<file path="config.mk">
export PLATFORM = sky130hd
export DESIGN_NAME = aes_shift_rows_pipe_flat
export DESIGN_NICKNAME = d
export VERILOG_FILES = /design/src/rtl/aes_shift_rows_pipe_if.sv /design/src/rtl/aes_shift_rows_pipe.sv /design/src/flat_wrapper.sv
export SDC_FILE = /design/constraint.sdc
export NUM_CORES = 1
export LEC_CHECK = 0
export CORE_AREA = 2 2 108 130
export DETAILED_ROUTE_END_ITERATION = 10
export DIE_AREA = 0 0 110 132
export PLACE_DENSITY = 0.83
export SYNTH_ARGS = -nofsm -noshare
export SYNTH_HDL_FRONTEND = slang
export SYNTH_SLANG_ARGS = --single-unit
</file>
<file path="constraint.sdc">
create_clock -name clk -period 3.9 [get_ports clk]
set_input_delay 0.975 -clock clk [delete_from_list [all_inputs] [get_ports clk]]
set_output_delay 0.975 -clock clk [all_outputs]
set_load 0.02 [all_outputs]
</file>
<file path="src/rtl/aes_shift_rows_pipe_if.sv">
// Valid/ready block interface for the ShiftRows pipeline stage.
// master = upstream/downstream environment, slave = the stage itself.
interface aes_shift_rows_pipe_if #(
  parameter int unsigned NB    = 4,
  parameter int unsigned TAG_W = 4
);
  localparam int unsigned STATE_W = 32 * NB;

  logic               in_valid;
  logic               in_ready;
  logic               in_inv;
  logic [TAG_W-1:0]   in_tag;
  logic [STATE_W-1:0] in_state;
  logic               out_valid;
  logic               out_ready;
  logic [TAG_W-1:0]   out_tag;
  logic [STATE_W-1:0] out_state;

  modport master (
    output in_valid, in_inv, in_tag, in_state, out_ready,
    input  in_ready, out_valid, out_tag, out_state
  );

  modport slave (
    input  in_valid, in_inv, in_tag, in_state, out_ready,
    output in_ready, out_valid, out_tag, out_state
  );
endinterface

</file>
<file path="src/rtl/aes_shift_rows_pipe.sv">
// Registered Rijndael ShiftRows/InvShiftRows stage (Nb = 4/6/8) with
// per-block direction select, sideband tag and valid/ready flow control.
module aes_shift_rows_pipe #(
  parameter int unsigned NB     = 4,
  parameter int unsigned REG_IN = 0,
  parameter int unsigned TAG_W  = 4
) (
  input  logic                 clk,
  input  logic                 rst_n,
  input  logic                 flush,
  aes_shift_rows_pipe_if.slave bus
);
  localparam int unsigned STATE_W = 32 * NB;

  if (!(NB == 4 || NB == 6 || NB == 8)) begin : g_bad_nb
    $error("aes_shift_rows_pipe: NB must be 4, 6 or 8");
  end
  if (TAG_W < 1) begin : g_bad_tag
    $error("aes_shift_rows_pipe: TAG_W must be at least 1");
  end

  logic               out_valid_q;
  logic [TAG_W-1:0]   out_tag_q;
  logic [STATE_W-1:0] out_state_q;
  logic               out_free_c;
  logic               in_ready_c;
  logic               feed_valid_c;
  logic               feed_inv_c;
  logic [TAG_W-1:0]   feed_tag_c;
  logic [STATE_W-1:0] feed_state_c;
  logic [STATE_W-1:0] fwd_c;
  logic [STATE_W-1:0] inv_c;
  logic [STATE_W-1:0] perm_c;

  assign out_free_c = !out_valid_q || bus.out_ready;

  if (REG_IN != 0) begin : g_reg_in
    logic               s0_valid_q;
    logic               s0_inv_q;
    logic [TAG_W-1:0]   s0_tag_q;
    logic [STATE_W-1:0] s0_state_q;
    logic               s0_ready_c;

    assign s0_ready_c = !s0_valid_q || out_free_c;
    assign in_ready_c = s0_ready_c && !flush;

    // Input register; flush wins over any load offered in the same cycle.
    always_ff @(posedge clk or negedge rst_n) begin
      if (!rst_n) begin
        s0_valid_q <= 1'b0;
        s0_inv_q   <= 1'b0;
        s0_tag_q   <= '0;
        s0_state_q <= '0;
      end else if (flush) begin
        s0_valid_q <= 1'b0;
      end else if (s0_ready_c) begin
        s0_valid_q <= bus.in_valid;
        if (bus.in_valid) begin
          s0_inv_q   <= bus.in_inv;
          s0_tag_q   <= bus.in_tag;
          s0_state_q <= bus.in_state;
        end
      end
    end

    assign feed_valid_c = s0_valid_q;
    assign feed_inv_c   = s0_inv_q;
    assign feed_tag_c   = s0_tag_q;
    assign feed_state_c = s0_state_q;
  end else begin : g_no_reg_in
    assign in_ready_c   = out_free_c && !flush;
    assign feed_valid_c = bus.in_valid;
    assign feed_inv_c   = bus.in_inv;
    assign feed_tag_c   = bus.in_tag;
    assign feed_state_c = bus.in_state;
  end

  // Byte routing: byte k sits at row k%4, column k/4, byte 0 at the MSBs.
  for (genvar r = 0; r < 4; r++) begin : g_row
    localparam int unsigned OFF = (NB == 8 && r >= 2) ? r + 1 : r;
    for (genvar c = 0; c < NB; c++) begin : g_col
      localparam int unsigned DST   = r + 4 * c;
      localparam int unsigned SRC_F = r + 4 * ((c + OFF) % NB);
      localparam int unsigned SRC_I = r + 4 * ((c + NB - OFF) % NB);
      assign fwd_c[STATE_W-1-8*DST -: 8] = feed_state_c[STATE_W-1-8*SRC_F -: 8];
      assign inv_c[STATE_W-1-8*DST -: 8] = feed_state_c[STATE_W-1-8*SRC_I -: 8];
    end
  end

  assign perm_c = feed_inv_c ? inv_c : fwd_c;

  // Output register; holds while stalled, reloads on simultaneous pop/push.
  always_ff @(posedge clk or negedge rst_n) begin
    if (!rst_n) begin
      out_valid_q <= 1'b0;
      out_tag_q   <= '0;
      out_state_q <= '0;
    end else if (flush) begin
      out_valid_q <= 1'b0;
    end else if (out_free_c) begin
      out_valid_q <= feed_valid_c;
      if (feed_valid_c) begin
        out_tag_q   <= feed_tag_c;
        out_state_q <= perm_c;
      end
    end
  end

  assign bus.in_ready  = in_ready_c;
  assign bus.out_valid = out_valid_q;
  assign bus.out_tag   = out_tag_q;
  assign bus.out_state = out_state_q;
endmodule

</file>
<file path="src/flat_wrapper.sv">
// flat-port wrapper written by rule: the top's interface ports become plain ports
module aes_shift_rows_pipe_flat 
#(
  parameter int unsigned NB     = 4,
  parameter int unsigned REG_IN = 0,
  parameter int unsigned TAG_W  = 4
)
  (clk, rst_n, flush, bus_in_valid, bus_in_inv, bus_in_tag, bus_in_state, bus_out_ready, bus_in_ready, bus_out_valid, bus_out_tag, bus_out_state);
  aes_shift_rows_pipe_if #(.NB(NB), .TAG_W(TAG_W)) bus_i ();
  input  logic clk;
  input  logic rst_n;
  input  logic flush;
  input wire logic [$bits(bus_i.in_valid)-1:0] bus_in_valid;
  input wire logic [$bits(bus_i.in_inv)-1:0] bus_in_inv;
  input wire logic [$bits(bus_i.in_tag)-1:0] bus_in_tag;
  input wire logic [$bits(bus_i.in_state)-1:0] bus_in_state;
  input wire logic [$bits(bus_i.out_ready)-1:0] bus_out_ready;
  output wire logic [$bits(bus_i.in_ready)-1:0] bus_in_ready;
  output wire logic [$bits(bus_i.out_valid)-1:0] bus_out_valid;
  output wire logic [$bits(bus_i.out_tag)-1:0] bus_out_tag;
  output wire logic [$bits(bus_i.out_state)-1:0] bus_out_state;
  assign bus_i.in_valid = bus_in_valid;
  assign bus_i.in_inv = bus_in_inv;
  assign bus_i.in_tag = bus_in_tag;
  assign bus_i.in_state = bus_in_state;
  assign bus_i.out_ready = bus_out_ready;
  assign bus_in_ready = bus_i.in_ready;
  assign bus_out_valid = bus_i.out_valid;
  assign bus_out_tag = bus_i.out_tag;
  assign bus_out_state = bus_i.out_state;
  aes_shift_rows_pipe #(.NB(NB), .REG_IN(REG_IN), .TAG_W(TAG_W)) u_core (.clk(clk), .rst_n(rst_n), .flush(flush), .bus(bus_i));
endmodule
</file>
==> results.cfg <==
[floorplanning]
die_y_um = 132
die_w_um = 110
core_area_sq_um = 13200
rows = 46
dieArea_sq_um = 14500
start_util_pct = 43.4
ios = 272

[detailed_routing]
vias_per_cell = 4.93
wire_per_inst_um = 18.7
dr.pass1.iters = 4
drt-total-wl_mm = 15.1
drc = 0
drtIter0Drc = 93
vias = 3996
ant_nets = 0

[cells_and_area]
final_common_cell = clkdlybuf4s50_1
mostFrequentLayoutCells = 269 x clkdlybuf4s50_1, 156 x mux2_2, 133 x dfrtp_1
fin_nets = 767
area_delta_synth_final_pct = 60.3
num_antenna_cells = 0
design_area_sq_um = 9180
drive_above_1_share_pct = 30.5

[synthesis]
synthesis.nets = 493
yosys_warnings = 0
synth.distinct_cells = 10
syn_inst = 355
ys_seq_area_share_pct = 58.1
syn_avg_cell_area_sq_um = 16.1
synth_area_leaders = dfrtp_1 58%, mux2_2 31%, mux2_1 7.9%
synth_top_cell_by_area = dfrtp_1
post-synth-top-area-fraction_pct = 58.1
ys_seq_elements = 133
netlist_area_sq_um = 5730

[pwr]
seqPwrFrac_pct = 36.5
power.share.clock_pct = 34.5
pwr_density_cell_nw_per_um2 = 527
p_int_uw = 3490
comb_power_share_pct = 29.0
p_sw_share_pct = 27.9
power_switching_uw = 1350
ir_drop_mv = 0.283
power_leakage_uw = 0.00373

[worst_hold_path]
min_path_cells = 1
hp-class = register to register

[sta]
fin_crit_sh_pct = 82.1
setup_viol = 0
fmax_mhz = 312
rsz0062_at_grt = false
period_minus_slack_ns = 3.20
fin_skew_ns = 0.00445
maxSlewViolCount = 0
worst_slew_pin_slew_ns = 0.716
hold_viol_final = 0
tns_ns = 0
slew_headroom_pct = 52.3

[clocking]
cts_made_buffers = 17
cts_tree = yes
clkLatencyLatePin_ns = 0.40
clkTransAtPathRegs_ns = 0.06
max-clock-path-buffers = 2
holdBufCountCts = 0
cts_sinks = 133
htree_levels = 4
cts_setup_buffers = 0
cts_root_buf = clkbuf_16
postCtsResizedCells = 0

[critical_path]
setup.worst_path.start = bus_out_ready
cp_num_cells = 4
required_ns = 2.92
r2r_start = u_core.bus.out_valid$_DFFE_PN0P_
crit_path_max_incr_delay_ns = 0.61
reg2reg_depth = 4
r2r_setup_slack_ns = 1.97
endpoint = bus_in_ready
cpLargestDelayFamily = buffers and inverters
critPathKind = primary input to output pin
r2r_end = u_core.bus.out_state[112]$_DFFE_PN0P_
cp_max_fo = 3
critPathBufInv = 2
crit_chain = clkdlybuf4s50_1, nor2b_2, nor2_1, clkdlybuf4s50_1
startpoint_type = primary input
cp.arrival_ns = 2.23
crit_path_end_kind = output pin
cpMaxStageDelayCell = clkdlybuf4s50_1
timing.critical_path.mode_cell = clkdlybuf4s50_1

[outcome]
run_status = complete, no violations

[placement]
place_area_sq_um = 8550
gp_congestion = 0.746
portBuffers = 271
dp_hpwl_mm = 11.2

[global_route]
gr-total-overflow = 0
grt_pass1_vias = 4731
grt_max_degree = 133
antenna_found_initial = 0
grt_usage_pct = 21.6
grt_pass1_wl_mm = 23.7

[job]
cap_violations = 0
## kinds of logic after synthesis
kind of cell	count (synthesis)	share of synthesized area [%]
buf+inv	21	2.67
simple gates	5	0.677
mux	196	38.5
flops	133	58.1
## state kept, by name (all words and copies together) (netlist names)
signal / cells
u_core.bus.out_state: 128
u_core.bus.out_valid: 1
u_core.bus.out_tag: 4
## worst min path at each step
| stage | start | end | slack, ns |
|---|---|---|---|
| after floorplan | u_core.bus.out_state[104]$_DFFE_PN0P_ | u_core.bus.out_state[104]$_DFFE_PN0P_ | 0.61 |
| after global placement | u_core.bus.out_state[91]$_DFFE_PN0P_ | u_core.bus.out_state[91]$_DFFE_PN0P_ | 0.47 |
| after detailed placement | u_core.bus.out_state[89]$_DFFE_PN0P_ | u_core.bus.out_state[89]$_DFFE_PN0P_ | 0.48 |
| after CTS | u_core.bus.out_state[120]$_DFFE_PN0P_ | u_core.bus.out_state[120]$_DFFE_PN0P_ | 0.49 |
| after global routing | u_core.bus.out_state[58]$_DFFE_PN0P_ | u_core.bus.out_state[58]$_DFFE_PN0P_ | 0.49 |
| final | u_core.bus.out_state[120]$_DFFE_PN0P_ | u_core.bus.out_state[120]$_DFFE_PN0P_ | 0.48 |
## metal layers
metal / wire (um) / track usage [%] / vias to the layer above
li1: - / - / 1821
met4: 413 / 10.4 / 0
met2: 8580 / 40.0 / 164
met3: 1160 / 7.27 / 27
met5: 0 / 0 / -
met1: 4960 / 20.5 / 1984
## power by group through the flow
| stage | clock network, uW | registers, uW | logic (uW) |
|---|---|---|---|
| 4_1_cts | 1710 | 1770 | 1420 |
| 2_1_floorplan | 0 | 2090 | 323 |
| 3_3_place_gp | 0 | 1760 | 1390 |
| 6_report | 1670 | 1770 | 1400 |
| 3_5_place_dp | 0 | 1790 | 1410 |
| 5_1_grt | 1770 | 1800 | 1480 |
## metrics by stage
| step | utilization (%) | worst slack (ns) | instances | power (uW) | hold WS [ns] |
|---|---|---|---|---|---|
| floorplan | - | 1.62 | 355 | 2410 | 0.609 |
| global placement | 64.9 | 0.702 | 778 | 3150 | 0.467 |
| detailed placement | 64.9 | 0.689 | 778 | 3200 | 0.476 |
| CTS | 69.7 | 0.693 | 810 | 4900 | 0.488 |
| global route | 69.7 | 0.645 | 810 | 5050 | 0.495 |
| finish | 69.7 | 0.698 | 810 | 4840 | 0.481 |
## Yosys cell counts, drive strengths merged
cell / n
buf: 21
mux2: 196
nor2: 3
dfrtp: 133
nor3b: 1
nor2b: 1
## layout make-up
| type | instances | area (sq um) |
|---|---|---|
| clock inverters | 10 | 144 |
| flip-flops and latches | 133 | 3330 |
| well taps | 168 | 210 |
| repair buffers | 276 | 2770 |
| fillers | 959 | 4000 |
| clock buffers | 22 | 484 |
| multi-input cells | 201 | 2250 |
(Power assumes the default switching activity.)
